File: config.mk
export PLATFORM = sky130hd
export DESIGN_NAME = run_length_reporter
export DESIGN_NICKNAME = d
export VERILOG_FILES = /design/src/rtl/run_length_reporter.sv
export SDC_FILE = /design/constraint.sdc
export NUM_CORES = 1
export LEC_CHECK = 0
export BUFFER_PORTS_ARGS = -buffer_cell sky130_fd_sc_hd__buf_2
export CAP_MARGIN = 20
export CORE_UTILIZATION = 33
export DETAILED_ROUTE_END_ITERATION = 10
export GPL_TIMING_DRIVEN = 0
export SYNTH_ARGS = -nofsm -noshare
export SYNTH_HDL_FRONTEND = slang
export SYNTH_SLANG_ARGS = --single-unit
File: constraint.sdc
create_clock -name clk -period 3.1 [get_ports clk]
set_clock_uncertainty 0.05 [all_clocks]
set_input_delay 0.31 -clock clk [delete_from_list [all_inputs] [get_ports clk]]
set_output_delay 0.31 -clock clk [all_outputs]
set_load 0.005 [all_outputs]
File: src/rtl/run_length_reporter.sv
// Run-length monitor: pulses hit on every REPS-th consecutive high sample and
// queues the (saturated) length of each completed run for a valid/ready consumer.
module run_length_reporter #(
  parameter int REPS  = 5,
  parameter int LEN_W = 8,
  parameter int DEPTH = 4
) (
  input  logic                     clk,
  input  logic                     rst,
  input  logic                     a,
  output logic                     hit,
  output logic                     out_valid,
  input  logic                     out_ready,
  output logic [LEN_W-1:0]         out_len,
  output logic [$clog2(DEPTH):0]   level,
  output logic                     overflow
);

  localparam int PTR_W = $clog2(DEPTH);
  localparam logic [LEN_W-1:0] LEN_MAX  = '1;
  localparam logic [LEN_W-1:0] MOD_LAST = LEN_W'(REPS - 1);
  localparam logic [PTR_W:0]   FULL     = (PTR_W + 1)'(DEPTH);

  logic [LEN_W-1:0] run_cnt;
  logic [LEN_W-1:0] mod_cnt;
  logic [LEN_W-1:0] mem [DEPTH];
  logic [PTR_W-1:0] wr_ptr;
  logic [PTR_W-1:0] rd_ptr;

  logic pop;
  logic push_req;
  logic push_ok;

  assign out_valid = (level != '0);
  assign out_len   = out_valid ? mem[rd_ptr] : '0;

  // A full queue still takes a record when the head leaves on the same edge.
  assign pop      = out_valid & out_ready;
  assign push_req = ~a & (run_cnt != '0);
  assign push_ok  = push_req & ((level != FULL) | pop);

  always_ff @(posedge clk) begin
    if (rst) begin
      run_cnt  <= '0;
      mod_cnt  <= '0;
      hit      <= 1'b0;
      wr_ptr   <= '0;
      rd_ptr   <= '0;
      level    <= '0;
      overflow <= 1'b0;
    end else begin
      if (!a) begin
        run_cnt <= '0;
      end else if (run_cnt != LEN_MAX) begin
        run_cnt <= run_cnt + 1'b1;
      end

      // Multiple-of-REPS tracking keeps counting after run_cnt saturates.
      if (a && mod_cnt == MOD_LAST) begin
        mod_cnt <= '0;
        hit     <= 1'b1;
      end else if (a) begin
        mod_cnt <= mod_cnt + 1'b1;
        hit     <= 1'b0;
      end else begin
        mod_cnt <= '0;
        hit     <= 1'b0;
      end

      if (push_ok) begin
        wr_ptr <= wr_ptr + 1'b1;
      end
      if (pop) begin
        rd_ptr <= rd_ptr + 1'b1;
      end

      if (push_ok && !pop) begin
        level <= level + 1'b1;
      end else if (!push_ok && pop) begin
        level <= level - 1'b1;
      end

      if (push_req && !push_ok) begin
        overflow <= 1'b1;
      end
    end
  end

  // Storage carries no reset; entries are only visible through level/rd_ptr.
  always_ff @(posedge clk) begin
    if (push_ok) begin
      mem[wr_ptr] <= run_cnt;
    end
  end

endmodule
==> metrics, run 1 <==
status completed; pwr/cell area 635 nW/µm²; Clk Latency, worst-skew pair 330 ps; global-route wire length before repair 7450 µm; Post-Syn Instances 193; postcts setup bufs 0; Seq/Total Area, Yosys 58.7%; Logic pwr share ~18%; # fillers between 700 and 800; Max Cap Viol 0; die area roughly 8100 µm²; Final setup viols 0; worst-path fanout max 8; switch share 26.0%; DR vias/cell 4.75; ANT cells 0; largest net degree at the start of global routing 13; #FFs+latches synth 59; Internal Power 1.39 mW; Die Width 90.0 µm; Max clock buf depth 2; Crit Path Category reg2reg; clock root cell clkbuf_8; Hold/Removal Path Class in2reg; Fin Setup TNS 0 ps; Pleak 1.05 nW; # DRC 0; Layout Nets 236; final instance area 2960 µm²; worst hold path stage count 3; Core Rows 31; port bufs 17; ys async rst share 0%; Routed Antenna Nets 0; Post-DP Area 2770 µm²; first-pass detailed-route iteration total 4; Min-Delay Startpoint rst; Sinks on Clock Net 59; Die Ht 90.0 µm; initial drt markers 106; EDFF count, synth 32; crit path time final 2730 ps; clock power share 34.9%; number of global-route vias before repair 1494; post-synthesis cell area 2560 µm²; WL final 4260 µm; FF-to-FF path depth 10; vias about 1500; # IOs 18; Fin. Hold Viols 0; Reg power frac 47.7%; Switch Pwr about 500 µW; TritonCTS Buffers 9; Slew headroom between 60% and 70%; Max Slew Vio Count 0; worst slew pin tran 508 ps; post-synth net total 207; Crit path arrival time 2950 ps; dpl hpwl 2890 µm; FF+latch area 1500 µm²; Cell variety after synth 43; initial antenna violation count 0; Fmax achieved 366 MHz; Critical Path RT 3320 ps; hold path endpoint wr_ptr[1]; Critical Path Start Type flop; core area around 7400 µm²; crit share post-route about nine tenths; Area Overhead vs Synth 15.7%; VDD IR max between 0.0002 and 0.00025 V; TritonCTS clock tree yes; Ys Warns 0; Clock transition at path regs around 70 ps; H-tree Lvls 3; main flop type after synthesis edfxtp_1; Multi-input gate area between 900 and 1000 µm²; WL/cell 13.1 µm; synthesized area per cell 13.3 µm²; gpl congestion 0.707; initial core utilization 34.7%; layout cells sized above 1 23.8%; Worst Setup End Kind flop; hold buffers post-CTS 0; Total GRT Usage 12.0%; R2R setup slack ~370 ps; CTS resizes 0; R2R Path Start run_cnt[0]; GRT overflow 0; RSZ-0062 raised after global routing no; Worst R2R End level[2]
## sequential cells by signal, summed over array words and instances, names as in the netlist, named ones only
signal and cells:
run_cnt 8, level 3, overflow 1, wr_ptr 2, mod_cnt 8, rd_ptr 2, mem 32, hit 1
## power groups by stage
stage	logic, mW	registers [mW]	clock network (mW)
2_1_floorplan	0.220	0.904	0
3_3_place_gp	0.322	0.910	0
3_5_place_dp	0.327	0.913	0
4_1_cts	0.328	0.896	0.670
5_1_grt	0.375	0.902	0.703
6_report	0.328	0.895	0.654
## synth_stat cells, types with 4 or more instances
library cell,instances,area [µm²]
and2_1,4,25.0
nand2_1,6,22.5
nor2_1,10,37.5
dfxtp_1,27,541
edfxtp_1,32,961
xor2_1,6,52.6
ha_1,9,113
a31oi_1,4,25.0
or3_1,4,25.0
o21ai_0,6,30.0
mux4_2,8,180
nor2b_1,8,50.1
inv_1,11,41.3
nand3_1,7,35.0
nor2_2,5,31.3
## through the flow
| step | worst slack [ps] | util, % | cells | hold slack, ps | total power [mW] |
|---|---|---|---|---|---|
| 5_1_grt | 163 | 40.1 | 326 | 274 | 1.98 |
| 6_report | 368 | 40.1 | 326 | 234 | 1.88 |
| 3_5_place_dp | 355 | 37.5 | 309 | 408 | 1.24 |
| 3_3_place_gp | 424 | 37.5 | 309 | 403 | 1.23 |
| 4_1_cts | 336 | 40.0 | 325 | 217 | 1.89 |
| 2_1_floorplan | 670 | - | 193 | 412 | 1.12 |
## layout by cell type, fill, tap and decap left out, types with 6 or more instances in the layout
cell type / instances
mux4_2: 8
nand2_1: 6
edfxtp_1: 32
ha_1: 9
nor2b_1: 8
inv_1: 11
dfxtp_1: 27
buf_2: 18
xor2_1: 6
nand3_1: 7
o21ai_0: 6
clkbuf_8: 9
nor2_1: 10
## routing by layer
metal	GRT usage, %	part of all wire (%)	vias to the layer above
li1	-	-	773
met1	15.2	48	744
met2	18.5	47	24
met3	3.81	3.8	8
met4	5.65	1.6	0
met5	0	0	-
## critical path, stage by stage, from the launching register on
cell and delay (ps):
dfxtp_1 460, inv_1 120, ha_1 230, nor4b_4 150
a211oi_4 360, ha_1 260, inv_1 60, fa_1 370
xor2_1 160, or3_1 310, a21oi_1 140
## kinds of logic after synthesis
kind of cell	count (synthesis)	share of synthesized area [%]
and+or+nand+nor	64	15.3
DFF	59	58.7
AOI/OAI and AO/OA	26	7.49
buffers and inverters	15	2.25
muxes	12	8.66
adders and majority gates	10	5.19
xor gates and xnor gates	7	2.40
## worst max path at each step
stage	start	endpoint	slack, ps	cells after the start
2_1_floorplan	run_cnt[0]	level[2]	670	10
3_3_place_gp	run_cnt[0]	level[2]	420	10
3_5_place_dp	run_cnt[0]	level[2]	360	10
4_1_cts	run_cnt[0]	level[2]	340	10
5_1_grt	run_cnt[0]	level[2]	160	10
6_report	run_cnt[0]	level[2]	370	10
## area by class of cell
type / count / area share [%]
flip-flops and latches: 59 / 50.8
multi-input cells: 119 / 33.8
inverters: 11 / 1.40
clock buffers: 10 / 4.31
repair buffers: 18 / 3.13
clock inverters: 6 / 1.90
plain buffers: 4 / 0.550
well taps: 99 / 4.19
(Power assumes the default switching activity.)
==> run 2, diff against run 1 <==
- BUFFER_PORTS_ARGS: -buffer_cell sky130_fd_sc_hd__buf_2 -> -buffer_cell sky130_fd_sc_hd__buf_4
==> run 2 against run 1 <==
Compared with the run above:
- total power rose by 1.0%
- final cell count fell by 0.31%
- die area did not move
- wire length rose by 3.2%
- final area rose by 1.0%
- critical path depth did not move
- non-clock buffer count did not move
- first-iteration DRC count fell by 50%
- clock-buffer cell count rose by 1
- via count fell by 0.97%
- sequential cell count did not move
==> metrics, run 2 (synthesis results as in run 1) <==
vias around 1500; gpl congestion 0.691; clock root cell clkbuf_8; layout cells sized above 1 22.6%; Final setup viols 0; final hold slack ~230 ps; Max clock buf depth 2; Layout Nets 236; port bufs 17; largest reg by FF count mem; Hold/Removal Path Class in2reg; Routed Antenna Nets 0; RSZ-0062 raised after global routing no; Total Power ~1.9 mW; Crit path arrival time approximately 2900 ps; Worst Setup End Kind flop; DR vias/cell 4.72; Core Rows 31; Setup crit start run_cnt[0]; worst-path fanout max 8; initial core utilization 34.7%; # IOs 18; crit path time final 2690 ps; H-tree Lvls 3; commonest non-fill, non-tap cell in the layout edfxtp_1; CTS resizes 0; initial drt markers 53; Max Cap Viol 0; Fin. Hold Viols 0; final instance area 2990 µm²; R2R setup slack 410 ps; CP Buf/Inv Count 2; R2R Path Start run_cnt[0]; WL final 4400 µm; FF-to-FF path depth 10; core area 7370 µm²; Clock transition at path regs 70 ps; Crit Path Category reg2reg; number of global-route vias before repair 1533; Clk Latency, worst-skew pair 330 ps; global-route wire length before repair 7490 µm; Max Slew Vio Count 0; Area Overhead vs Synth 16.8%; crit share post-route 86.9%; Total GRT Usage ~12%; dpl hpwl 2980 µm; GRT overflow 0; ANT cells 0; Critical-path top delay cell dfxtp_1; VDD IR max between 0.00015 and 0.0002 V; largest registers mem: 32 flops, mod_cnt: 8 flops, run_cnt: 8 flops; Fin Setup TNS 0 ps; # DRC 0; Slew headroom 64.4%; Sinks on Clock Net 59; flip-flop count of the largest register after layout 32; Crit path max-delay family adder cells; largest net degree at the start of global routing 13; TritonCTS clock tree yes; pwr/cell area 635 nW/µm²; TritonCTS Buffers 9; WL/cell 13.5 µm; Critical Path RT 3310 ps; Die Width 90.0 µm; critical path depth in cells 10; max incr delay on CP 450 ps; postcts setup bufs 0; Pleak 1.05 nW; die area 8110 µm²; worst path cell trace inv_1 > ha_1 > nor4b_4 > a211oi_4 > ha_1 > inv_1 > fa_1 > xor2_1 > or3_1 > a21oi_1; initial antenna violation count 0; crit path to level[2]; commonest non-fill, non-tap cells in the layout edfxtp_1, dfxtp_1, buf_4, inv_1, nor2_1; worst slew pin tran ~530 ps; Worst R2R End level[2]; Die Ht 90.0 µm; Post-DP Area ~2800 µm²; Fmax achieved between 300 and 400 MHz; Critical Path Start Type flop; status completed; first-pass detailed-route iteration total 4; hold buffers post-CTS 0
## run 2: cell count changes in the layout (fill, tap and decap cells not counted), sizes merged
cell,before,now
buf,18,19
clkinv,4,3
clkinvlp,1,0
## run 2: power by group
part           internal (mW)  switching (mW)
logic                  0.202           0.161
clock network          0.360           0.277
registers              0.854          0.0427
total                   1.42           0.480
## run 2: cell type report
cell class | instances | area (µm²)
Buffer | 4 | 16.3
Clock buffer | 11 | 131
Clock inverter | 4 | 42.5
Fill cell | 710 | 4380
Inverter | 11 | 41.3
Multi-Input combinational cell | 119 | 998
Sequential cell | 59 | 1500
Tap cell | 99 | 124
Timing Repair Buffer | 18 | 133
## run 2: worst min-delay path by stage
stage,from,endpoint,slack [ps],cells past startpoint
after floorplan,mod_cnt[0],mod_cnt[0],410,1
final,rst,wr_ptr[1],230,3
after detailed placement,overflow,overflow,440,1
after CTS,rst,wr_ptr[1],220,3
after global placement,overflow,overflow,410,1
after global routing,rst,wr_ptr[1],240,3
## run 2: per-layer routing
layer  GRT usage [%]  share of wire (%)  wire length, µm  up-vias
met5               0                  0                0        -
met4            6.45                1.8               80        0
met3            3.55                2.6              113        7
met2            18.4                 47             2060       18
met1            15.3                 49             2140      741
li1                -                  -                -      768
## run 2: worst reg2reg max path, cell delays in order, from the launching register on
cell	delay, ps
dfxtp_1	450
inv_1	120
ha_1	230
nor4b_4	150
a211oi_4	360
ha_1	250
inv_1	60
fa_1	370
xor2_1	160
or3_1	300
a21oi_1	140
## run 2: metrics by stage
stage               cells  utilization (%)  setup slack, ps
floorplan             193                -              670
global placement      309             38.1              426
detailed placement    309             38.1              396
CTS                   324             40.5              381
global route          325             40.5              203
finish                325             40.5              407
==> run 3, diff against run 2 <==
--- a/config.mk
+++ b/config.mk
@@ -11,4 +11,5 @@
 export DETAILED_ROUTE_END_ITERATION = 10
 export GPL_TIMING_DRIVEN = 0
+export SKIP_CTS_REPAIR_TIMING = 1
 export SYNTH_ARGS = -nofsm -noshare
 export SYNTH_HDL_FRONTEND = slang
==> constraint.sdc (replaced) <==
create_clock -name clk -period 3.1 [get_ports clk]
set_clock_uncertainty 0.05 [all_clocks]
set_input_delay 0 -clock clk [delete_from_list [all_inputs] [get_ports clk]]
set_output_delay 0 -clock clk [all_outputs]
set_load 0.005 [all_outputs]
==> run 3 against run 2 <==
Compared with the run above:
- clock power about the same
- sequential share of layout area down 0.33 points
- largest cell class unchanged
- hold slack worse by 220 ps
- clock-buffer cell count unchanged
- die area unchanged
- total power about the same
- register-to-register slack about the same
- critical path depth unchanged
- largest power group unchanged
- fmax up 0.22%
- final cell count up 0.62%
==> metrics, run 3 (synthesis results as in run 1) <==
Area Overhead vs Synth 17.6%; Fmax achieved 372 MHz; largest registers mem: 32 flops, mod_cnt: 8 flops, run_cnt: 8 flops; R2R setup slack 410 ps; Final setup viols 0; Max Slew Vio Count 0; gpl congestion a little under 0.7; worst slew pin tran 528 ps; Core Util, Final 40.8%; pwr/cell area around 630 nW/µm²; die area slightly above 8000 µm²; ANT cells 0; clock root cell clkbuf_8; Internal Power between 1 and 1.5 mW; TritonCTS clock tree yes; Total Power around 1.9 mW; GRT overflow 0; Clock transition at path regs 70 ps; core area 7370 µm²; Total GRT Usage between 10% and 20%; Critical Path RT 3310 ps; port bufs 17; Clk Latency, worst-skew pair around 330 ps; Crit Path Category reg2reg; crit path time final 2690 ps; H-tree Lvls 3; largest reg by FF count mem; Pleak 1.06 nW; WL/cell 13.4 µm; WL final 4400 µm; Setup WS pre-CTS 396 ps; initial core utilization approximately a third; Fin. Hold Viols 0; Slew headroom 64.5%; worst-path fanout max 8; Fin Setup TNS 0 ps; fin worst setup slack 413 ps; TritonCTS Buffers 9; FF-to-FF path depth 10; Core Rows 31; initial antenna violation count 0; first-pass detailed-route iteration total 4; VDD IR max between 0.00015 and 0.0002 V; # IOs 18; Sinks on Clock Net 59; Worst Setup End Kind flop; Reg power frac 47.2%; Routed Antenna Nets 0; commonest non-fill, non-tap cell in the layout edfxtp_1; hold path endpoint overflow; vias 1537; switch share 25.3%; global-route wire length before repair 7490 µm; RSZ-0062 raised after global routing no; flip-flop count of the largest register after layout 32; R2R Path Start run_cnt[0]; Max Cap Viol 0; Hold/Removal Path Class in2reg; Die Ht between 90 and 100 µm; Layout Nets about 240; # DRC 0; clock power share 33.6%; crit share post-route between 80% and 90%; layout cells sized above 1 22.4%; Max clock buf depth 2; status completed; worst hold path stage count 3; commonest non-fill, non-tap cells in the layout edfxtp_1, dfxtp_1, buf_4, inv_1, nor2_1; dpl hpwl 2980 µm; largest net degree at the start of global routing 13; Min-Delay Startpoint a; Critical Path Start Type flop; # fillers 710; Logic pwr share 19.2%; DR vias/cell 4.70; Die Width 90.0 µm; Crit path arrival time 2900 ps; Worst R2R End level[2]; initial drt markers 58; Switch Pwr 481 µW; number of global-route vias before repair roughly 1500
-- run 3: cell types whose count changed in the layout (fill, tap and decap cells not counted) --
cell	delta
dlygate4sd3_1	+2
-- run 3: power by group through the flow --
| stage | Sequential, mW | Combinational, mW | Clock (mW) |
|---|---|---|---|
| 2_1_floorplan | 0.904 | 0.220 | 0 |
| 5_1_grt | 0.904 | 0.410 | 0.686 |
| 6_report | 0.897 | 0.364 | 0.638 |
| 3_3_place_gp | 0.912 | 0.360 | 0 |
| 4_1_cts | 0.897 | 0.367 | 0.655 |
| 3_5_place_dp | 0.913 | 0.365 | 0 |
-- run 3: metal layers --
metal	share of wire [%]	GRT usage [%]
met4	1.8	6.45
met1	48	15.3
met3	2.7	3.55
met2	47	18.4
met5	0	0
-- run 3: area by class of cell --
cell class | instances | area, µm² | area share (%)
plain buffers | 4 | 16.3 | 0.541
flip-flops and latches | 59 | 1500 | 49.9
well taps | 99 | 124 | 4.12
clock inverters | 4 | 42.5 | 1.41
clock buffers | 11 | 131 | 4.37
multi-input cells | 119 | 998 | 33.2
repair buffers | 20 | 153 | 5.07
inverters | 11 | 41.3 | 1.37
-- run 3: worst max path at each step --
stage	endpoint	from	slack, ps
after floorplan	level[2]	run_cnt[0]	670
after detailed placement	level[2]	run_cnt[0]	400
after global placement	level[2]	run_cnt[0]	430
final	level[2]	run_cnt[0]	410
after CTS	level[2]	run_cnt[0]	380
after global routing	level[2]	run_cnt[0]	200
-- run 3: per-stage QoR --
step	instance area [µm²]	cells	hold slack [ps]
global route	3010	327	22.7
floorplan	2560	193	130
detailed placement	2810	309	258
CTS	2980	324	-91.0
global placement	2810	309	245
finish	3010	327	12.5
-- run 3: worst max-delay path, cell delays in order, from the launching register on --
cell and delay, ps:
dfxtp_1 450, inv_1 120, ha_1 230, nor4b_4 150, a211oi_4 360, ha_1 250
inv_1 60, fa_1 370, xor2_1 160, or3_1 300, a21oi_1 140
